<file path="src/rtl/mode_ctrl_pkg.sv">
`default_nettype none
// +--------------------------------------------------------------------------+
// | Module  : mode_ctrl_pkg                                                  |
// | Purpose : Shared definitions for the front-panel mode controller: mode   |
// |           encodings for the clock-source mux select, adjust FSM state    |
// |           codes, and the mode stepping helper.                           |
// | Ports   : none (package)                                                 |
// | Rev     : 1.0  initial release                                           |
// +--------------------------------------------------------------------------+
package mode_ctrl_pkg;

  localparam logic [1:0] MODE_RUN   = 2'd0;
  localparam logic [1:0] MODE_SET   = 2'd1;
  localparam logic [1:0] MODE_ALARM = 2'd2;

  typedef enum logic [1:0] {
    IDLE     = 2'd0,
    HOLD     = 2'd1,
    RPT      = 2'd2,
    WAIT_REL = 2'd3
  } adj_state_t;

  // RUN -> SET -> ALARM -> RUN; the unused code 3 falls back to RUN.
  function automatic logic [1:0] next_mode(input logic [1:0] cur);
    logic [1:0] nxt;
    case (cur)
      MODE_RUN: nxt = MODE_SET;
      MODE_SET: nxt = MODE_ALARM;
      default:  nxt = MODE_RUN;
    endcase
    return nxt;
  endfunction

endpackage
`default_nettype wire

</file>
<file path="src/rtl/mode_ctrl_btn_debounce.sv">
`default_nettype none
// +--------------------------------------------------------------------------+
// | Module  : btn_debounce                                                   |
// | Purpose : Synchronises a raw asynchronous push-button into the clk       |
// |           domain, debounces it, and emits a one-cycle strobe on each     |
// |           debounced press.                                               |
// | Ports   : clk   - system clock                                           |
// |           rst_n - asynchronous active-low reset                          |
// |           raw   - raw button, active-high, asynchronous                  |
// |           level - debounced button level                                 |
// |           press - 1-cycle strobe on debounced 0->1                       |
// | Rev     : 1.0  initial release                                           |
// +--------------------------------------------------------------------------+
module btn_debounce #(
  parameter int DB_CYCLES = 20000,
  parameter int CNT_W     = 20
) (
  input  logic clk,
  input  logic rst_n,
  input  logic raw,
  output logic level,
  output logic press
);

  localparam logic [CNT_W-1:0] CNT_LAST = CNT_W'(DB_CYCLES - 1);

  logic             sync_q1;
  logic             sync_q2;
  logic [CNT_W-1:0] cnt;

  always_ff @(posedge clk or negedge rst_n) begin
    if (!rst_n) begin
      sync_q1 <= 1'b0;
      sync_q2 <= 1'b0;
      level   <= 1'b0;
      press   <= 1'b0;
      cnt     <= '0;
    end else begin
      sync_q1 <= raw;
      sync_q2 <= sync_q1;
      press   <= 1'b0;
      if (sync_q2 == level) begin
        cnt <= '0;
      end else if (cnt >= CNT_LAST) begin
        // This is the DB_CYCLES-th consecutive disagreeing cycle.
        level <= sync_q2;
        press <= sync_q2;
        cnt   <= '0;
      end else begin
        cnt <= cnt + CNT_W'(1);
      end
    end
  end

endmodule
`default_nettype wire

</file>
<file path="src/rtl/mode_ctrl.sv">
`default_nettype none
// +--------------------------------------------------------------------------+
// | Module  : mode_ctrl                                                      |
// | Purpose : Front-panel controller ahead of the clock-source mux. Owns the |
// |           2-bit mode register and generates adjust pulses with           |
// |           auto-repeat while the adjust button is held in SET mode.       |
// | Ports   : clk      - system clock                                        |
// |           rst_n    - asynchronous active-low reset                       |
// |           btn_mode - raw mode button, active-high, asynchronous          |
// |           btn_adj  - raw adjust button, active-high, asynchronous        |
// |           mode     - mux select (0=RUN, 1=SET, 2=ALARM)                  |
// |           change   - registered 1-cycle adjust pulse                     |
// | Rev     : 1.0  initial release                                           |
// +--------------------------------------------------------------------------+
module mode_ctrl
  import mode_ctrl_pkg::*;
#(
  parameter int DB_CYCLES     = 20000,
  parameter int REPEAT_DELAY  = 500000,
  parameter int REPEAT_PERIOD = 100000,
  parameter int CNT_W         = 20
) (
  input  logic       clk,
  input  logic       rst_n,
  input  logic       btn_mode,
  input  logic       btn_adj,
  output logic [1:0] mode,
  output logic       change
);

  localparam logic [CNT_W-1:0] DELAY_LAST  = CNT_W'(REPEAT_DELAY - 1);
  localparam logic [CNT_W-1:0] PERIOD_LAST = CNT_W'(REPEAT_PERIOD - 1);

  logic             mode_level_unused;
  logic             mode_press;
  logic             adj_level;
  logic             adj_press;
  adj_state_t       adj_state;
  logic [CNT_W-1:0] adj_cnt;

  btn_debounce #(.DB_CYCLES(DB_CYCLES), .CNT_W(CNT_W)) u_db_mode (
    .clk   (clk),
    .rst_n (rst_n),
    .raw   (btn_mode),
    .level (mode_level_unused),
    .press (mode_press)
  );

  btn_debounce #(.DB_CYCLES(DB_CYCLES), .CNT_W(CNT_W)) u_db_adj (
    .clk   (clk),
    .rst_n (rst_n),
    .raw   (btn_adj),
    .level (adj_level),
    .press (adj_press)
  );

  always_ff @(posedge clk or negedge rst_n) begin
    if (!rst_n) begin
      mode      <= MODE_RUN;
      change    <= 1'b0;
      adj_state <= IDLE;
      adj_cnt   <= '0;
    end else begin
      change <= 1'b0;
      if (mode_press) begin
        // A mode change wins: any same-cycle adjust strobe is dropped and
        // an in-progress or still-held adjust must be released first.
        mode    <= next_mode(mode);
        adj_cnt <= '0;
        if (adj_state == HOLD || adj_state == RPT || adj_level)
          adj_state <= WAIT_REL;
        else
          adj_state <= IDLE;
      end else begin
        case (adj_state)
          IDLE: begin
            if (adj_press) begin
              adj_cnt <= '0;
              if (mode == MODE_SET) begin
                change    <= 1'b1;
                adj_state <= HOLD;
              end else begin
                adj_state <= WAIT_REL;
              end
            end
          end
          HOLD: begin
            if (!adj_level) begin
              adj_state <= IDLE;
            end else if (adj_cnt >= DELAY_LAST) begin
              change    <= 1'b1;
              adj_cnt   <= '0;
              adj_state <= RPT;
            end else if (adj_cnt != '1) begin
              adj_cnt <= adj_cnt + CNT_W'(1);
            end
          end
          RPT: begin
            if (!adj_level) begin
              adj_state <= IDLE;
            end else if (adj_cnt >= PERIOD_LAST) begin
              change  <= 1'b1;
              adj_cnt <= '0;
            end else if (adj_cnt != '1) begin
              adj_cnt <= adj_cnt + CNT_W'(1);
            end
          end
          default: begin
            if (!adj_level) adj_state <= IDLE;
          end
        endcase
      end
    end
  end

endmodule
`default_nettype wire

</file>
<file path="config.mk">
export PLATFORM = sky130hd
export DESIGN_NAME = mode_ctrl
export DESIGN_NICKNAME = d
export VERILOG_FILES = /design/src/rtl/mode_ctrl_pkg.sv /design/src/rtl/mode_ctrl_btn_debounce.sv /design/src/rtl/mode_ctrl.sv
export SDC_FILE = /design/constraint.sdc
export NUM_CORES = 1
export LEC_CHECK = 0
export ABC_AREA = 1
export CAP_MARGIN = 10
export CORE_ASPECT_RATIO = 0.5
export CORE_MARGIN = 5
export CORE_UTILIZATION = 45
export DETAILED_ROUTE_END_ITERATION = 12
export HOLD_SLACK_MARGIN = 0.06
export SLEW_MARGIN = 30
export SYNTH_ARGS = -nofsm -noshare
export SYNTH_HDL_FRONTEND = slang
export SYNTH_HIERARCHICAL = 1
export SYNTH_SLANG_ARGS = --single-unit
</file>
<file path="constraint.sdc">
create_clock -name clk -period 3.5 [get_ports clk]
set_input_delay 1.05 -clock clk [delete_from_list [all_inputs] [get_ports clk]]
set_output_delay 1.05 -clock clk [all_outputs]
set_load 0.005 [all_outputs]
</file>
Word-level counts from Yosys, hierarchy flattened. Cells that the tools add are included.

Bits in registers: 73. Word-level logic and storage cells: 76. Output and inout port bits: 3.

Eq/ne operators: 11. Reductions and logical operators: 9. Order comparisons: 4. Mux-type cells: 33. Bitwise logic cells: 2. Add/sub/neg operators: 3.

Operators by type and width (number): $mux W20 (11); $add A20 B1 Y20 const B (3); $pmux W20 S3 (1); $ge A20 B15 Y1 const B (2); $ge A20 B17 Y1 const B (1); $ge A20 B19 Y1 const B (1); $ne A20 B20 Y1 const B (1); $mux W2 (7); $mux W1 (11); $ne A3 B1 Y1 const B (3); $ne A4 B4 Y1 const B (2); $pmux W2 S2 (2); $eq A2 B1 Y1 const B (2); $logic_not A2 Y1 (2); $reduce_and A2 Y1 (2); $reduce_and A4 Y1 (1); $reduce_bool A4 Y1 (1); $pmux W1 S3 (1); $reduce_and A3 Y1 (1); $eq A1 B1 Y1 (2); $eq A2 B2 Y1 const B (1); $logic_or A1 B1 Y1 (2); $not A1 Y1 (2).

Depth between registers and ports, before layout. Gate-level depths: netlist of the first run.

Depth after elaboration: 6. Mapped depth: 12. Mapped depth without buffers: 12.

Modules after synthesis. The synthesis of the first run kept the hierarchy.

Modules (own cells, without submodules): btn_debounce (cells an instance 129, times used 2, sequential area each 600.6 um^2, area an instance 1098.6 um^2); mode_ctrl (cells an instance 292, times used 1, sequential area each 625.6 um^2, area an instance 1996.9 um^2).

Worst setup path after synthesis of the first run. Ideal clock, no wire load.

Path type: reg2reg. From: register adj_cnt[0]. To: register adj_cnt[3]. Slack: 1855 ps. Path buffers: 0. Cell stages (with the launch flop): 12. Data required time: 3367 ps. Arrival time: 1512 ps. Library setup time: 133 ps. Period minus slack after synthesis: 1645 ps. Path through: dfrtp_1 ha_1 inv_1 nor2_4 nand2_4 clkinv_2 nand3_4 nand2_4 inv_4 a21o_1 nand2_1 a21oi_1.

Longest elaborated chain between the ends: 6. Elaborated cells between the ends (all ways): 11. Classes of those cells: add/sub: 1; order compare: 2; eq/ne: 1; mux: 7.

Ends and longest elaborated chain: from (decl) (line mode_ctrl.sv:39) `logic [CNT_W-1:0] adj_cnt;`; from (signal assigned) (line mode_ctrl.sv:95) `adj_cnt <= adj_cnt + CNT_W'(1);`; from (signal assigned) (line mode_ctrl.sv:105) `adj_cnt <= adj_cnt + CNT_W'(1);`; $add A20 B1 Y20 or $ne A20 B20 Y1 (tied branches); $mux W20 (line mode_ctrl.sv:94, mode_ctrl.sv:104); $mux W20 (on tied branches) (line mode_ctrl.sv:101, mode_ctrl.sv:90); $mux W20 (on tied branches) (line mode_ctrl.sv:99, mode_ctrl.sv:88); $pmux W20 S3 (*) (line mode_ctrl.sv:75) `case (adj_state)`; $mux W20 (*) (line mode_ctrl.sv:65) `if (mode_press) begin`.

Mark *: on every way between the ends. The rest lies on a longest branch, timed or not. The select of a mux whose other input is x is not followed. A chain may end at the register's enable or synchronous reset.

Worst setup path in the final report of the first run.
From: register mode[1]. To: output port mode[1].

RTL lines: from (decl) (line mode_ctrl.sv:27) `output logic [1:0] mode,`; from (signal assigned) (line mode_ctrl.sv:68) `mode <= next_mode(mode);`.

No word-level cell between the ends.

==> impl_metrics.json, run 1 <==
{
  "yosys.area.top_type_share_pct": 43.6,
  "vdd_drop_max_v": 0.000282,
  "met2_usage_pct": 25.4,
  "track_usage_pct": 16.2,
  "drt-total-wl_mm": 8.57,
  "synth_cell_type_count": 37,
  "tritoncts": "built",
  "register_area_mm2": 0.00183,
  "netSwitchingFraction_pct": 33.8,
  "yosys-top-cells-area": "dfrtp_1 (44%), nand2_1 (10%), nand3_1 (7.0%), nor2_1 (6.9%), inv_1 (5.5%)",
  "cp_max_fo": 3,
  "hp-class": "register to register",
  "cp.required_ns": 2.45,
  "core_area_mm2": 0.00889,
  "p_leak_nw": 2.14,
  "clk_pin_slew_worst_paths_ns": 0.06,
  "final_max_slew_viol_count": 0,
  "drcViolationCount": 0,
  "maxCapViolations": 0,
  "fin_crit_ns": 2.25,
  "finClkSkew_ns": 0.00528,
  "ys_seq_area_share_pct": 43.6,
  "portBuffers": 6,
  "finalHoldWorstSlack_ns": 0.352,
  "post-dp-hpwl_mm": 6.14,
  "synth_most_common_cell": "nand2_1",
  "fin_crit_sh_pct": 64.3,
  "synth-main-ff-cell": "dfrtp_1",
  "cts_resized": 0,
  "cts_hold_buf": 0,
  "reg2reg_depth": 12,
  "die_w_um": 147,
  "cp.depth": 1,
  "clock_latency_ns": 0.33,
  "intPower_w": 0.00162,
  "row_count": 24,
  "tightest_slew_ns": 0.680,
  "worst_setup_path_start_kind": "register",
  "power_frac_seq_pct": 38.0,
  "ctsLongestPathBuffers": 2,
  "cp_cell_sequence": "clkdlybuf4s50_1",
  "cts_sinks": 73,
  "drive_gt1_share_pct": 11.8,
  "wl_per_cell_um": 12.4,
  "pwr-share-clk_pct": 37.3,
  "start_util_pct": 47.2,
  "use_met3_pct": 5.01,
  "outcome": "finished clean",
  "grt_pass1_vias": 3218,
  "antenna_found_initial": 0,
  "path_delay_family": "buffers and inverters",
  "fill_cells": 843,
  "finalSetupTns_ns": 0,
  "hold-path-cell-count": 0,
  "cp_slowest_stage_delay_ns": 0.51,
  "grt_pass1_wl_mm": 15.2,
  "overflow": 0,
  "switching_power_w": 0.000826,
  "h-tree-depth": 3,
  "gp_congestion": 0.932,
  "cp_num_buf_inv": 1,
  "syn_area_per_cell_um2": 7.63,
  "power-per-cell-area_mw_per_mm2": 522,
  "synth_area_mm2": 0.00419,
  "ant_nets": 0,
  "n_antenna_cell": 0,
  "met1_usage_pct": 21.9,
  "ys_warn_count": 6,
  "setup_violations": 0,
  "combPwrFrac_pct": 24.7,
  "syn_to_final_growth_pct": 11.6,
  "numCtsBuffers": 9,
  "vias": 3487,
  "crit_arrival_ns": 1.20,
  "hold_violations": 0,
  "crit_type": "register to primary output",
  "io_pins": 7,
  "async_flop_share_pct": 100,
  "synth_commonest_cells": "nand2_1 (114), nor2_1 (77), dfrtp_1 (73), inv_1 (61), nand3_1 (59)",
  "busiest_layer": "met2",
  "die_h_um": 78.3,
  "root_buffer": "clkbuf_16",
  "post_cts_buffers": 0,
  "synth-seq-cells": 73,
  "relSlewSlack_pct": 54.6,
  "worst_path_max_delay_cell": "clkdlybuf4s50_1",
  "drt_pre_antenna_iters": 6,
  "end_kind": "primary output",
  "drt_iter0_drc": 240,
  "fmax_ghz": 0.444,
  "multiInputGateArea_mm2": 0.00205,
  "synth_edf_count": 0,
  "num-nets-final": 580,
  "die_area_mm2": 0.0115,
  "synthCells": 550,
  "drt-vias-per-instance": 5.05,
  "grt_start_max_net_pins": 74,
  "synth_area_leader_cell": "dfrtp_1",
  "rsz0062_at_grt": "false"
}
-- final timing paths --
check,from,endpoint,slack [ns]
min in group asynchronous,rst_n,u_db_mode/cnt[0]$_DFF_PN0_,0.74
worst min register to register,u_db_mode/sync_q1$_DFF_PN0_,u_db_mode/sync_q2$_DFF_PN0_,0.35
worst max-delay path,mode[1]$_DFFE_PN0P_,mode[1],1.25
max in group asynchronous,rst_n,change$_DFF_PN0_,2.32
worst min-delay path,u_db_mode/sync_q1$_DFF_PN0_,u_db_mode/sync_q2$_DFF_PN0_,0.35
worst max register to register,adj_state[1]$_DFFE_PN0P_,adj_cnt[6]$_DFFE_PN0P_,1.30
-- metrics by stage --
| step | cell area, um2 | power [W] | worst slack [ns] | cells | util, % |
|---|---|---|---|---|---|
| after global routing | 4680 | 0.00258 | 1.10 | 691 | 52.6 |
| after CTS | 4680 | 0.00246 | 1.22 | 691 | 52.6 |
| after floorplan | 4220 | 0.00140 | 1.86 | 558 | - |
| final | 4680 | 0.00244 | 1.25 | 691 | 52.6 |
| after global placement | 4380 | 0.00154 | 1.38 | 675 | 49.3 |
| after detailed placement | 4380 | 0.00154 | 1.33 | 675 | 49.3 |
-- power groups by stage --
stage	registers, W	clock network, W	logic, W
2_1_floorplan	0.000935	0	0.000461
3_3_place_gp	0.000940	0	0.000598
3_5_place_dp	0.000942	0	0.000599
4_1_cts	0.000927	0.000930	0.000603
5_1_grt	0.000935	0.000975	0.000671
6_report	0.000927	0.000911	0.000603
-- state kept, by name, summed over array words and instances, names as in the netlist, 2 cells and up --
register,count
adj_cnt,20
mode,2
adj_state,2
u_db_adj/cnt,20
u_db_mode/cnt,20
-- cells by family after synthesis --
kind of cell	count (synthesis)	synth area share, %
AOI/OAI and AO/OA	41	5.25
xor gates and xnor gates	20	4.18
adders and majority gates	7	2.09
buffers and inverters	85	8.35
DFF	73	43.6
other	2	0.179
and+or+nand+nor	322	36.4
-- layer usage --
layer | up-vias | share of wire, %
met5 | - | 0
met4 | 0 | 1.4
met3 | 13 | 5.1
met2 | 79 | 44
met1 | 1606 | 50
li1 | 1789 | -
-- placed cells by master (no fill, tap or decap), types with 7 or more instances in the layout --
cell,n
a21oi_1,15
clkbuf_16,9
conb_1,10
dfrtp_1,73
ha_1,7
inv_1,61
inv_2,15
nand2_1,114
nand2_2,12
nand3_1,59
nand4_1,20
nor2_1,77
nor3_1,16
o21ai_0,11
o21ai_1,9
xor2_1,17
-- layout make-up --
cell class	instances	share of cell area [%]
Clock buffer	10	4.89
Clock inverter	6	1.47
Inverter	79	6.42
Multi-Input combinational cell	400	43.7
Sequential cell	73	39.0
Tap cell	117	3.13
Timing Repair Buffer	6	1.31
(Power assumes the default switching activity.)
==> run 2: changes to the inputs <==
Clock period 3.5 ns to 2.3 ns, I/O delays scaled along.
==> impl_metrics.json, run 2 (synthesis gave the netlist of run 1 again) <==
{
  "outcome": "finished clean",
  "endpoint": "adj_cnt[8]$_DFFE_PN0P_",
  "layout_common_cells": "nand2_1 (114), nor2_1 (77), dfrtp_1 (73)",
  "finalPower_w": 0.00397,
  "worst_setup_path_start_kind": "register",
  "cp.required_ns": 2.50,
  "h-tree-depth": 3,
  "cp_slowest_stage_delay_ns": 0.45,
  "finalSetupTns_ns": 0,
  "core_area_mm2": 0.00889,
  "finClkSkew_ns": 0.00411,
  "grt_pass1_wl_mm": 15.1,
  "drt-vias-per-instance": 4.98,
  "hp-class": "input pin to asynchronous set/reset pin",
  "setup_violations": 0,
  "switching_power_w": 0.00128,
  "drive_gt1_share_pct": 12.6,
  "post-dp-hpwl_mm": 6.40,
  "drt_iter0_drc": 201,
  "register_area_mm2": 0.00183,
  "reg_top3": "adj_cnt: 20 flops, u_db_adj/cnt: 20 flops, u_db_mode/cnt: 20 flops",
  "path_common_cell": "nand2_1",
  "end_kind": "register",
  "finalHoldWorstSlack_ns": 0.265,
  "postLayoutCellArea_mm2": 0.00477,
  "worst_path_max_delay_cell": "dfrtp_1",
  "worst_r2r_startpoint": "adj_cnt[0]$_DFFE_PN0P_",
  "grt_start_max_net_pins": 31,
  "drt-total-wl_mm": 8.44,
  "final_common_cell": "nand2_1",
  "reg2reg_depth": 10,
  "track_usage_pct": 15.9,
  "gp_congestion": 0.940,
  "post_cts_buffers": 0,
  "final_max_slew_viol_count": 0,
  "clk_pin_slew_worst_paths_ns": 0.06,
  "cp_max_fo": 14,
  "die_h_um": 78.3,
  "cts_sinks": 73,
  "crit_start": "adj_cnt[0]$_DFFE_PN0P_",
  "die_w_um": 147,
  "grt_pass1_vias": 3349,
  "row_count": 24,
  "wl_per_cell_um": 12.1,
  "multiInputGateArea_mm2": 0.00205,
  "cp.depth": 10,
  "drt_pre_antenna_iters": 5,
  "numCtsBuffers": 9,
  "ant_nets": 0,
  "timing.rr.end": "adj_cnt[8]$_DFFE_PN0P_",
  "hold_violations": 0,
  "cp_num_buf_inv": 1,
  "reg2reg_slack_ns": 0.32,
  "crit_arrival_ns": 2.19,
  "vdd_drop_max_v": 0.000461,
  "n_antenna_cell": 0,
  "drcViolationCount": 0,
  "antenna_found_initial": 0,
  "crit_type": "register to register",
  "maxCapViolations": 0,
  "root_buffer": "clkbuf_16",
  "cts_resized": 0,
  "syn_to_final_growth_pct": 13.7,
  "ctsLongestPathBuffers": 2,
  "fin_crit_ns": 1.98,
  "intPower_w": 0.00268,
  "path_delay_family": "simple AND/OR/NAND/NOR gates",
  "pwr-share-clk_pct": 39.1,
  "power-per-cell-area_mw_per_mm2": 832,
  "combPwrFrac_pct": 25.3,
  "clock_latency_ns": 0.33,
  "portBuffers": 6,
  "io_pins": 7,
  "fill_cells": 859,
  "p_leak_nw": 2.19,
  "dpl_cell_area_mm2": 0.00443,
  "num-nets-final": 584,
  "fin_crit_sh_pct": 86.3,
  "start_util_pct": 47.2,
  "tritoncts": "built",
  "overflow": 0,
  "cts_hold_buf": 0,
  "rsz0062_at_grt": "false",
  "fmax_ghz": 0.504,
  "power_frac_seq_pct": 35.6,
  "netSwitchingFraction_pct": 32.3,
  "cp_cell_sequence": "ha_1 -> inv_1 -> nor2_4 -> nand4_1 -> nand2_1 -> nand3_1 -> nand2_2 -> nand2_4 -> nand2_1 -> a21oi_1",
  "vias": 3458,
  "die_area_mm2": 0.0115
}
## run 2: cell types whose count changed in the layout (fill, tap and decap cells not counted), moves of 2 or more
cell / delta
buf_4: +3
clkinv_4: -2
inv_6: +2
buf_12: +2
## run 2: power by group through the flow
stage | logic [W] | clock network (W) | registers [W]
after floorplan | 0.000701 | 0 | 0.00142
after global placement | 0.00100 | 0 | 0.00143
after detailed placement | 0.00100 | 0 | 0.00143
after CTS | 0.00101 | 0.00159 | 0.00141
after global routing | 0.00113 | 0.00166 | 0.00142
final | 0.00100 | 0.00155 | 0.00141
## run 2: cell type report
class,count,share of cell area (%)
Inverter,79,6.30
Sequential cell,73,38.3
Clock buffer,10,5.01
Timing Repair Buffer,10,2.36
Clock inverter,6,2.05
Tap cell,117,3.07
Multi-Input combinational cell,400,42.9
## run 2: how the worst min path moves through the flow
stage               slack [ns]                        start                           to  cells after the start
floorplan                 0.33   u_db_adj/sync_q1$_DFF_PN0_   u_db_adj/sync_q2$_DFF_PN0_                      0
global placement          0.35  u_db_mode/sync_q1$_DFF_PN0_  u_db_mode/sync_q2$_DFF_PN0_                      0
detailed placement        0.34  u_db_mode/sync_q1$_DFF_PN0_  u_db_mode/sync_q2$_DFF_PN0_                      0
CTS                       0.28                        rst_n    u_db_adj/cnt[0]$_DFF_PN0_                      1
global route              0.29                        rst_n    u_db_adj/cnt[2]$_DFF_PN0_                      1
finish                    0.26                        rst_n    u_db_adj/cnt[2]$_DFF_PN0_                      1
## run 2: through the flow
stage	util, %	cells	setup WS (ns)
final	53.7	695	0.315
after floorplan	-	558	0.655
after global routing	53.7	695	0.158
after CTS	53.7	695	0.341
after detailed placement	49.9	679	0.374
after global placement	49.9	679	0.453
## run 2: worst register-to-register path: cells and delay by family (launching register included)
family | cells | cell delay (ns)
and+or+nand+nor | 7 | 0.89
DFF | 1 | 0.45
buffers and inverters | 1 | 0.13
adders and majority gates | 1 | 0.28
AOI/OAI and AO/OA | 1 | 0.11
## run 2: metal layers
layer / vias up / GRT usage (%) / wire (um)
met5: - / 0 / 0
met4: 0 / 3.66 / 91
met3: 9 / 4.20 / 347
met2: 63 / 26.6 / 3790
met1: 1594 / 21.0 / 4220
li1: 1792 / - / -
